## config.mk

```make
export PLATFORM = sky130hd
export DESIGN_NAME = tx_handshake
export DESIGN_NICKNAME = d
export VERILOG_FILES = /design/src/rtl/tx_handshake.sv
export SDC_FILE = /design/constraint.sdc
export NUM_CORES = 1
export LEC_CHECK = 0
export CORE_UTILIZATION = 61
export CTS_BUF_LIST = sky130_fd_sc_hd__clkbuf_8
export DETAILED_ROUTE_END_ITERATION = 8
export PLACE_DENSITY = 0.87
export SYNTH_ARGS = -nofsm -noshare
export SYNTH_HDL_FRONTEND = slang
export SYNTH_SLANG_ARGS = --single-unit
```

## constraint.sdc

```tcl
create_clock -name clk -period 4.1 [get_ports clk]
set_clock_uncertainty 0.1 [all_clocks]
set_input_delay 0.82 -clock clk [delete_from_list [all_inputs] [get_ports clk]]
set_output_delay 0.82 -clock clk [all_outputs]
set_load 0.01 [all_outputs]
```

## src/rtl/tx_handshake.sv

```systemverilog
// tx_handshake: core-to-TX FIFO presenting packets over a return-to-zero valid/ready handshake
module tx_handshake #(
    parameter int DATA_WIDTH = 8,
    parameter int DEPTH      = 4,
    parameter int PTR_W      = 2
) (
    input  logic                  clk,
    input  logic                  rst,
    input  logic                  rc_tx_push,
    input  logic [DATA_WIDTH-1:0] rc_tx_data,
    output logic                  rc_tx_ready,
    output logic                  tx_done,
    output logic                  tx_overflow,
    output logic [DATA_WIDTH-1:0] TX_Data,
    output logic                  TX_Data_Valid,
    input  logic                  TX_Data_Ready
);
    typedef enum logic [1:0] {RST, IDLE, SEND, RELEASE} state_t;
    localparam logic [PTR_W:0] FULL = (PTR_W+1)'(DEPTH);
    state_t                state;
    logic [DATA_WIDTH-1:0] mem [DEPTH];
    logic [PTR_W-1:0]      wr_ptr, rd_ptr;
    logic [PTR_W:0]        count;
    logic                  pop, push_ok;
    assign pop         = (state == SEND) && TX_Data_Ready;
    assign push_ok     = rc_tx_push && ((count != FULL) || pop);
    assign rc_tx_ready = count != FULL;
    assign TX_Data     = mem[rd_ptr];
    always_ff @(posedge clk)
        if (push_ok) mem[wr_ptr] <= rc_tx_data;
    always_ff @(posedge clk or posedge rst) begin
        if (rst) begin
            state         <= RST;
            wr_ptr        <= '0;
            rd_ptr        <= '0;
            count         <= '0;
            tx_done       <= 1'b0;
            tx_overflow   <= 1'b0;
            TX_Data_Valid <= 1'b0;
        end else begin
            tx_done     <= 1'b0;
            tx_overflow <= tx_overflow | (rc_tx_push & ~push_ok);
            if (push_ok) wr_ptr <= wr_ptr + PTR_W'(1);
            if (pop) rd_ptr <= rd_ptr + PTR_W'(1);
            count <= (push_ok && !pop) ? count + (PTR_W+1)'(1) :
                     (pop && !push_ok) ? count - (PTR_W+1)'(1) : count;
            case (state)
                RST:     if (!TX_Data_Ready) state <= IDLE;
                IDLE:    if (count != '0) begin
                             state         <= SEND;
                             TX_Data_Valid <= 1'b1;
                         end
                SEND:    if (TX_Data_Ready) begin
                             state         <= RELEASE;
                             TX_Data_Valid <= 1'b0;
                             tx_done       <= 1'b1;
                         end
                RELEASE: if (!TX_Data_Ready) state <= IDLE;
                default: state <= RST;
            endcase
        end
    end
endmodule
```

==> results of run 1 <==
[state kept, by name, indices dropped and copies added (netlist names)]
signal and cells:
count 3, state 2, tx_done 1, mem 32, wr_ptr 2, tx_overflow 1, TX_Data_Valid 1, rd_ptr 2
[final timing paths]
kind                                  startpoint                    end  slack, ns  cells after the start
min in group asynchronous                    rst  rd_ptr[1]$_DFFE_PP0P_       0.73                      2
max reg2reg                 state[0]$_DFFE_PP0P_   count[1]$_DFFE_PP0P_       1.65                     10
min reg2reg                tx_overflow$_DFF_PP0_  tx_overflow$_DFF_PP0_       0.37                      1
max in group asynchronous                    rst  rd_ptr[0]$_DFFE_PP0P_       2.85                      2
min                        tx_overflow$_DFF_PP0_  tx_overflow$_DFF_PP0_       0.37                      1
max                        rd_ptr[0]$_DFFE_PP0P_             TX_Data[6]       1.09                      2
[logic make-up (layout without fill, tap and decap cells)]
kind of cell	Yosys count	count (layout)	synth area share [%]
DFF	44	44	68.52
and+or+nand+nor	13	13	4.894
muxes	11	11	11.83
buffers and inverters	11	40	2.311
AOI/OAI and AO/OA	9	9	3.739
adders and majority gates	8	8	5.846
xor gates and xnor gates	6	6	2.855
[cell type report]
cell class | instances | share of cell area [%]
Sequential cell | 44 | 57.73
Multi-Input combinational cell | 47 | 24.57
Timing Repair Buffer | 23 | 10.54
Clock buffer | 5 | 3.150
Tap cell | 31 | 1.775
Inverter | 9 | 1.546
Clock inverter | 3 | 0.6873
[per-stage QoR]
stage / worst slack, ns / power, mW / cells
after floorplan: 1.688 / 1.075 / 102
final: 1.088 / 1.544 / 162
after CTS: 1.034 / 1.564 / 162
after global placement: 1.114 / 1.272 / 154
after global routing: 0.9555 / 1.634 / 162
after detailed placement: 1.033 / 1.313 / 154
[critical path: stages, from the launching register on]
cell,delay (ns)
dfrtp_1,0.71
mux4_2,0.59
clkdlybuf4s50_1,0.50
[report_power, final]
part           internal, mW  total, mW  switching [mW]
registers             0.609      0.724           0.115
clock network         0.115      0.253           0.138
logic                 0.332      0.566           0.235
[synth_stat cells (2+ instances only)]
master	instances	area, um^2
ha_1	7	87.58
o21ai_0	3	15.01
nor2_1	2	7.510
nand2_1	2	7.510
and3_1	4	25.02
xnor2_1	4	35.03
mux4_2	8	180.2
dfrtp_1	12	300.3
xor2_1	2	17.52
edfxtp_1	32	960.9
inv_1	9	33.78
mux2_2	2	22.52
a21oi_1	2	10.01
[layer usage]
metal  global-route usage [%]  part of all wire [%]  vias to the layer above
met1                    25.88                    42                      480
li1                         -                     -                      439
met3                    4.989                   4.2                        7
met2                    33.95                    51                       23
met4                    13.59                   2.9                        0
met5                        0                     0                        -
[placed cells by master, fill, tap and decap left out, types with 2 or more instances in the layout]
cell type and instances:
a21oi_1 2, and3_1 4, clkbuf_8 5, clkdlybuf4s50_1 23, dfrtp_1 12, edfxtp_1 32
ha_1 7, inv_1 10, mux2_2 2, mux4_2 8, nand2_1 2, nor2_1 2
o21ai_0 3, xnor2_1 4, xor2_1 2
==> impl_metrics.py, run 1 <==
metrics = {
    "drt": {
        "post_drt_wl_per_cell_um": 17.91,
        "dr.first_iter.drc_count": 16,
        "routed_wl_um": 2902,
        "avgViaCountPerCell": 5.858,
        "dr.pass1.iters": 6,
        "vias": 949,
        "ant_nets": 0,
        "drc": 4,
    },
    "floorplanning": {
        "fp.dieW_um": 56.93,
        "ios": 24,
        "core_mm2": 0.002805,
        "dieHeight_um": 56.93,
        "core.rowCount": 19,
        "die_area_mm2": 0.003241,
        "start_util_pct": 65.61,
    },
    "final_layout": {
        "fillCellCount": 170,
        "final_layout_size_suffix_gt1_share_pct": 16.03,
        "layout.nets": 150,
        "fin_area_mm2": 0.002185,
        "post-route-util_pct": 77.88,
        "syn2layout_area_growth_pct": 18.70,
        "diodes": 0,
        "seq_area_mm2": 0.001261,
        "multi_input_area_um2": 536.8,
    },
    "logic_synthesis": {
        "ys_types": 26,
        "synthCells": 102,
        "ys_seq_area_share_pct": 68.52,
        "avgSynthCellArea_um2": 18.04,
        "async_reset_ff_share_pct": 27.27,
        "synth-seq-cells": 44,
        "yosys_warnings": 0,
        "syn_nets": 122,
        "synthFlopType": "edfxtp_1",
        "syn-cell-area_mm2": 0.001841,
        "synth_edf_count": 32,
    },
    "cts": {
        "cts.sinks": 44,
        "htreeDepth": 2,
        "clock_latency_ns": 0.29,
        "cts_buffers": 5,
        "root_buffer": "clkbuf_8",
        "cts_resized": 0,
        "cts_tree": "built",
        "clockBufferDepth": 2,
        "post_cts_buffers": 0,
        "hold_buffers": 0,
        "clkTransAtPathRegs_ns": 0.07,
    },
    "pwr": {
        "p_leak_nw": 0.8188,
        "max-vdd-ir-drop_uv": 524.2,
        "power_density_mw_per_mm2": 706.7,
    },
    "grt": {
        "grt_pass1_wl_um": 4657,
        "grt_pass1_vias": 979,
        "grt_usage_pct": 21.06,
        "grt_max_degree": 14,
        "overflow": 0,
        "grt_antenna_before_repair": 0,
    },
    "critical_path": {
        "crit_required_ns": 3.18,
        "crit_fanout": 10,
        "cp-end-kind": "output port",
        "crit_type": "reg -> out",
        "critPathLaunchType": "flop",
        "critPathArrivalTime_ns": 2.09,
    },
    "placement": {
        "portBuffers": 23,
        "dp_hpwl_um": 2070,
        "postPlaceCellArea_mm2": 0.002101,
        "gp_congestion": 0.8339,
    },
    "outcome": {
        "outcome": "finished, violations left",
        "violations": "DRC",
    },
    "sta": {
        "hold_viol_final": 0,
        "setup_tns_ns": 0,
        "slew_violations": 0,
        "fin_crit_ns": 3.012,
        "tightest_slew_ns": 0.5753,
        "fmax_ghz": 0.3320,
        "setup_viol": 0,
        "rsz0062_at_grt": "no",
        "hold_ws_ns": 0.3732,
        "slew_headroom_pct": 61.65,
        "fin_crit_sh_pct": 73.46,
    },
    "min_path": {
        "holdCritPathClass": "reg -> reg",
    },
    "flow_run": {
        "cap_viol_max_count": 0,
    },
}
Power figures use the tool's default switching activity.
==> run 2: changes to the inputs <==
CORE_UTILIZATION = 56   (was 61)
PLACE_DENSITY = 0.81   (was 0.87)
clock period = 3.1 ns   (was 4.1 ns; I/O delays follow)
==> impl_metrics.py, run 2 (synthesized netlist as in run 1, its figures left out) <==
metrics = {
    "cts": {
        "hold_buffers": 0,
        "post_cts_buffers": 0,
        "clkTransAtPathRegs_ns": 0.07,
        "cts_buffers": 5,
        "cts_resized": 0,
        "cts_tree": "built",
        "cts.sinks": 44,
        "clockBufferDepth": 2,
        "root_buffer": "clkbuf_8",
        "clock_latency_ns": 0.28,
        "htreeDepth": 2,
    },
    "sta": {
        "tightest_slew_ns": 0.4871,
        "fin_crit_ns": 2.774,
        "slew_headroom_pct": 67.49,
        "hold_viol_final": 0,
        "setup_viol": 0,
        "rsz0062_at_grt": "no",
        "fmax_ghz": 0.3605,
        "slew_violations": 0,
        "fin_crit_sh_pct": 89.49,
        "setup_tns_ns": 0,
    },
    "pwr": {
        "p_leak_nw": 0.8312,
        "max-vdd-ir-drop_uv": 469.9,
        "pwr-share-seq_pct": 46.0,
        "power_mw": 2.044,
        "p_sw_share_pct": 31.11,
        "power_density_mw_per_mm2": 926.4,
        "p_int_mw": 1.408,
        "p_clk_share_pct": 15.9,
        "p_switching_mw": 0.6356,
        "combPwrFrac_pct": 38.1,
    },
    "floorplanning": {
        "dieHeight_um": 59.33,
        "start_util_pct": 59.80,
        "core_mm2": 0.003078,
        "die_area_mm2": 0.003520,
        "ios": 24,
        "fp.dieW_um": 59.33,
        "core.rowCount": 20,
    },
    "placement": {
        "portBuffers": 23,
        "gp_congestion": 0.7690,
        "postPlaceCellArea_mm2": 0.002125,
        "dp_hpwl_um": 2093,
    },
    "drt": {
        "avgViaCountPerCell": 5.375,
        "dr.pass1.iters": 4,
        "drc": 0,
        "top_layer": "met4",
        "dr.first_iter.drc_count": 27,
        "vias": 946,
        "wl_met1_um": 1317,
        "ant_nets": 0,
        "dr_wl_met3_um": 88,
        "dr_wl_met2_um": 1472,
        "post_drt_wl_per_cell_um": 16.55,
        "routed_wl_um": 2913,
    },
    "critical_path": {
        "cp-end-kind": "output port",
        "crit_family": "buffers and inverters",
        "crit_type": "reg -> out",
        "crit_slowest_cell": "dfrtp_1",
        "crit_fanout": 6,
        "cp.buffers_inverters": 2,
        "crit_required_ns": 2.38,
        "path_cells": "buf_4, mux4_2, clkdlybuf4s50_1",
        "critPathArrivalTime_ns": 2.05,
        "critPathLaunchType": "flop",
        "cpPeakStageDelay_ns": 0.52,
    },
    "flow_run": {
        "cap_viol_max_count": 0,
    },
    "final_layout": {
        "diodes": 0,
        "layout.nets": 151,
        "final_cell_mix": "edfxtp_1, clkdlybuf4s50_1, dfrtp_1, inv_1, mux4_2",
        "largest-register": "mem",
        "layout_commonest_cell": "edfxtp_1",
        "fin_area_mm2": 0.002206,
        "syn2layout_area_growth_pct": 19.85,
        "top_regs": "mem (32), count (3)",
        "post-route-util_pct": 71.67,
        "largest_reg_flops": 32,
        "final_layout_size_suffix_gt1_share_pct": 16.67,
    },
    "outcome": {
        "outcome": "finished, final reports clean",
    },
    "grt": {
        "grt_max_degree": 14,
        "grt_pass1_vias": 975,
        "grt_usage_pct": 19.63,
        "grt_pass1_wl_um": 4719,
        "overflow": 0,
        "grt_antenna_before_repair": 0,
    },
    "min_path": {
        "holdCritPathClass": "reg -> reg",
    },
}
-- run 2: metal layers --
metal  global-route usage [%]  vias up
li1                         -      446
met1                    26.42      481
met2                    30.82       15
met3                    4.803        4
met4                    8.163        0
met5                        0        -
-- run 2: final timing paths --
| check | from | to | slack (ns) | depth (start not counted) |
|---|---|---|---|---|
| min in group asynchronous | rst | TX_Data_Valid$_DFFE_PP0P_ | 0.55 | 2 |
| setup reg to reg | state[0]$_DFFE_PP0P_ | count[1]$_DFFE_PP0P_ | 0.70 | 10 |
| hold reg to reg | tx_overflow$_DFF_PP0_ | tx_overflow$_DFF_PP0_ | 0.37 | 1 |
| max in group asynchronous | rst | tx_done$_DFF_PP0_ | 2.02 | 2 |
| setup / recovery | rd_ptr[0]$_DFFE_PP0P_ | TX_Data[5] | 0.33 | 3 |
| hold / removal | tx_overflow$_DFF_PP0_ | tx_overflow$_DFF_PP0_ | 0.37 | 1 |
-- run 2: power by group through the flow --
stage	logic, mW	clock network [mW]	registers (mW)
after floorplan	0.527	0	0.895
after global placement	0.757	0	0.940
after detailed placement	0.786	0	0.957
after CTS	0.789	0.331	0.945
after global routing	0.851	0.355	0.962
final	0.779	0.324	0.940
-- run 2: worst reg2reg max path, cell delays in order, from the launching register on --
cell	delay (ns)
dfrtp_1	0.37
inv_1	0.05
ha_1	0.25
nand2_1	0.18
inv_1	0.13
o21ai_4	0.20
inv_1	0.06
ha_1	0.20
inv_1	0.08
fa_1	0.40
mux2_2	0.26
-- run 2: area by class of cell --
cell class                      instances  area, um^2
Clock buffer                            5       68.82
Clock inverter                          3       12.51
Fill cell                             185       872.1
Inverter                                9       33.78
Multi-Input combinational cell         47       536.8
Sequential cell                        44        1261
Tap cell                               44       55.05
Timing Repair Buffer                   24       237.7
-- run 2: per-stage QoR --
step	hold slack, ns	setup WS, ns	std cells
2_1_floorplan	0.3847	0.8727	102
3_3_place_gp	0.3628	0.3109	168
3_5_place_dp	0.3621	0.2641	168
4_1_cts	0.3784	0.2910	176
5_1_grt	0.4162	0.2367	176
6_report	0.3749	0.3259	176
==> run 3: changes to the inputs <==
CAP_MARGIN = 10   (was not set)
SKIP_LAST_GASP = 1   (was not set)
==> results of run 3 <==
No change in the layout: final DEF, timing and power equal those of run 2.
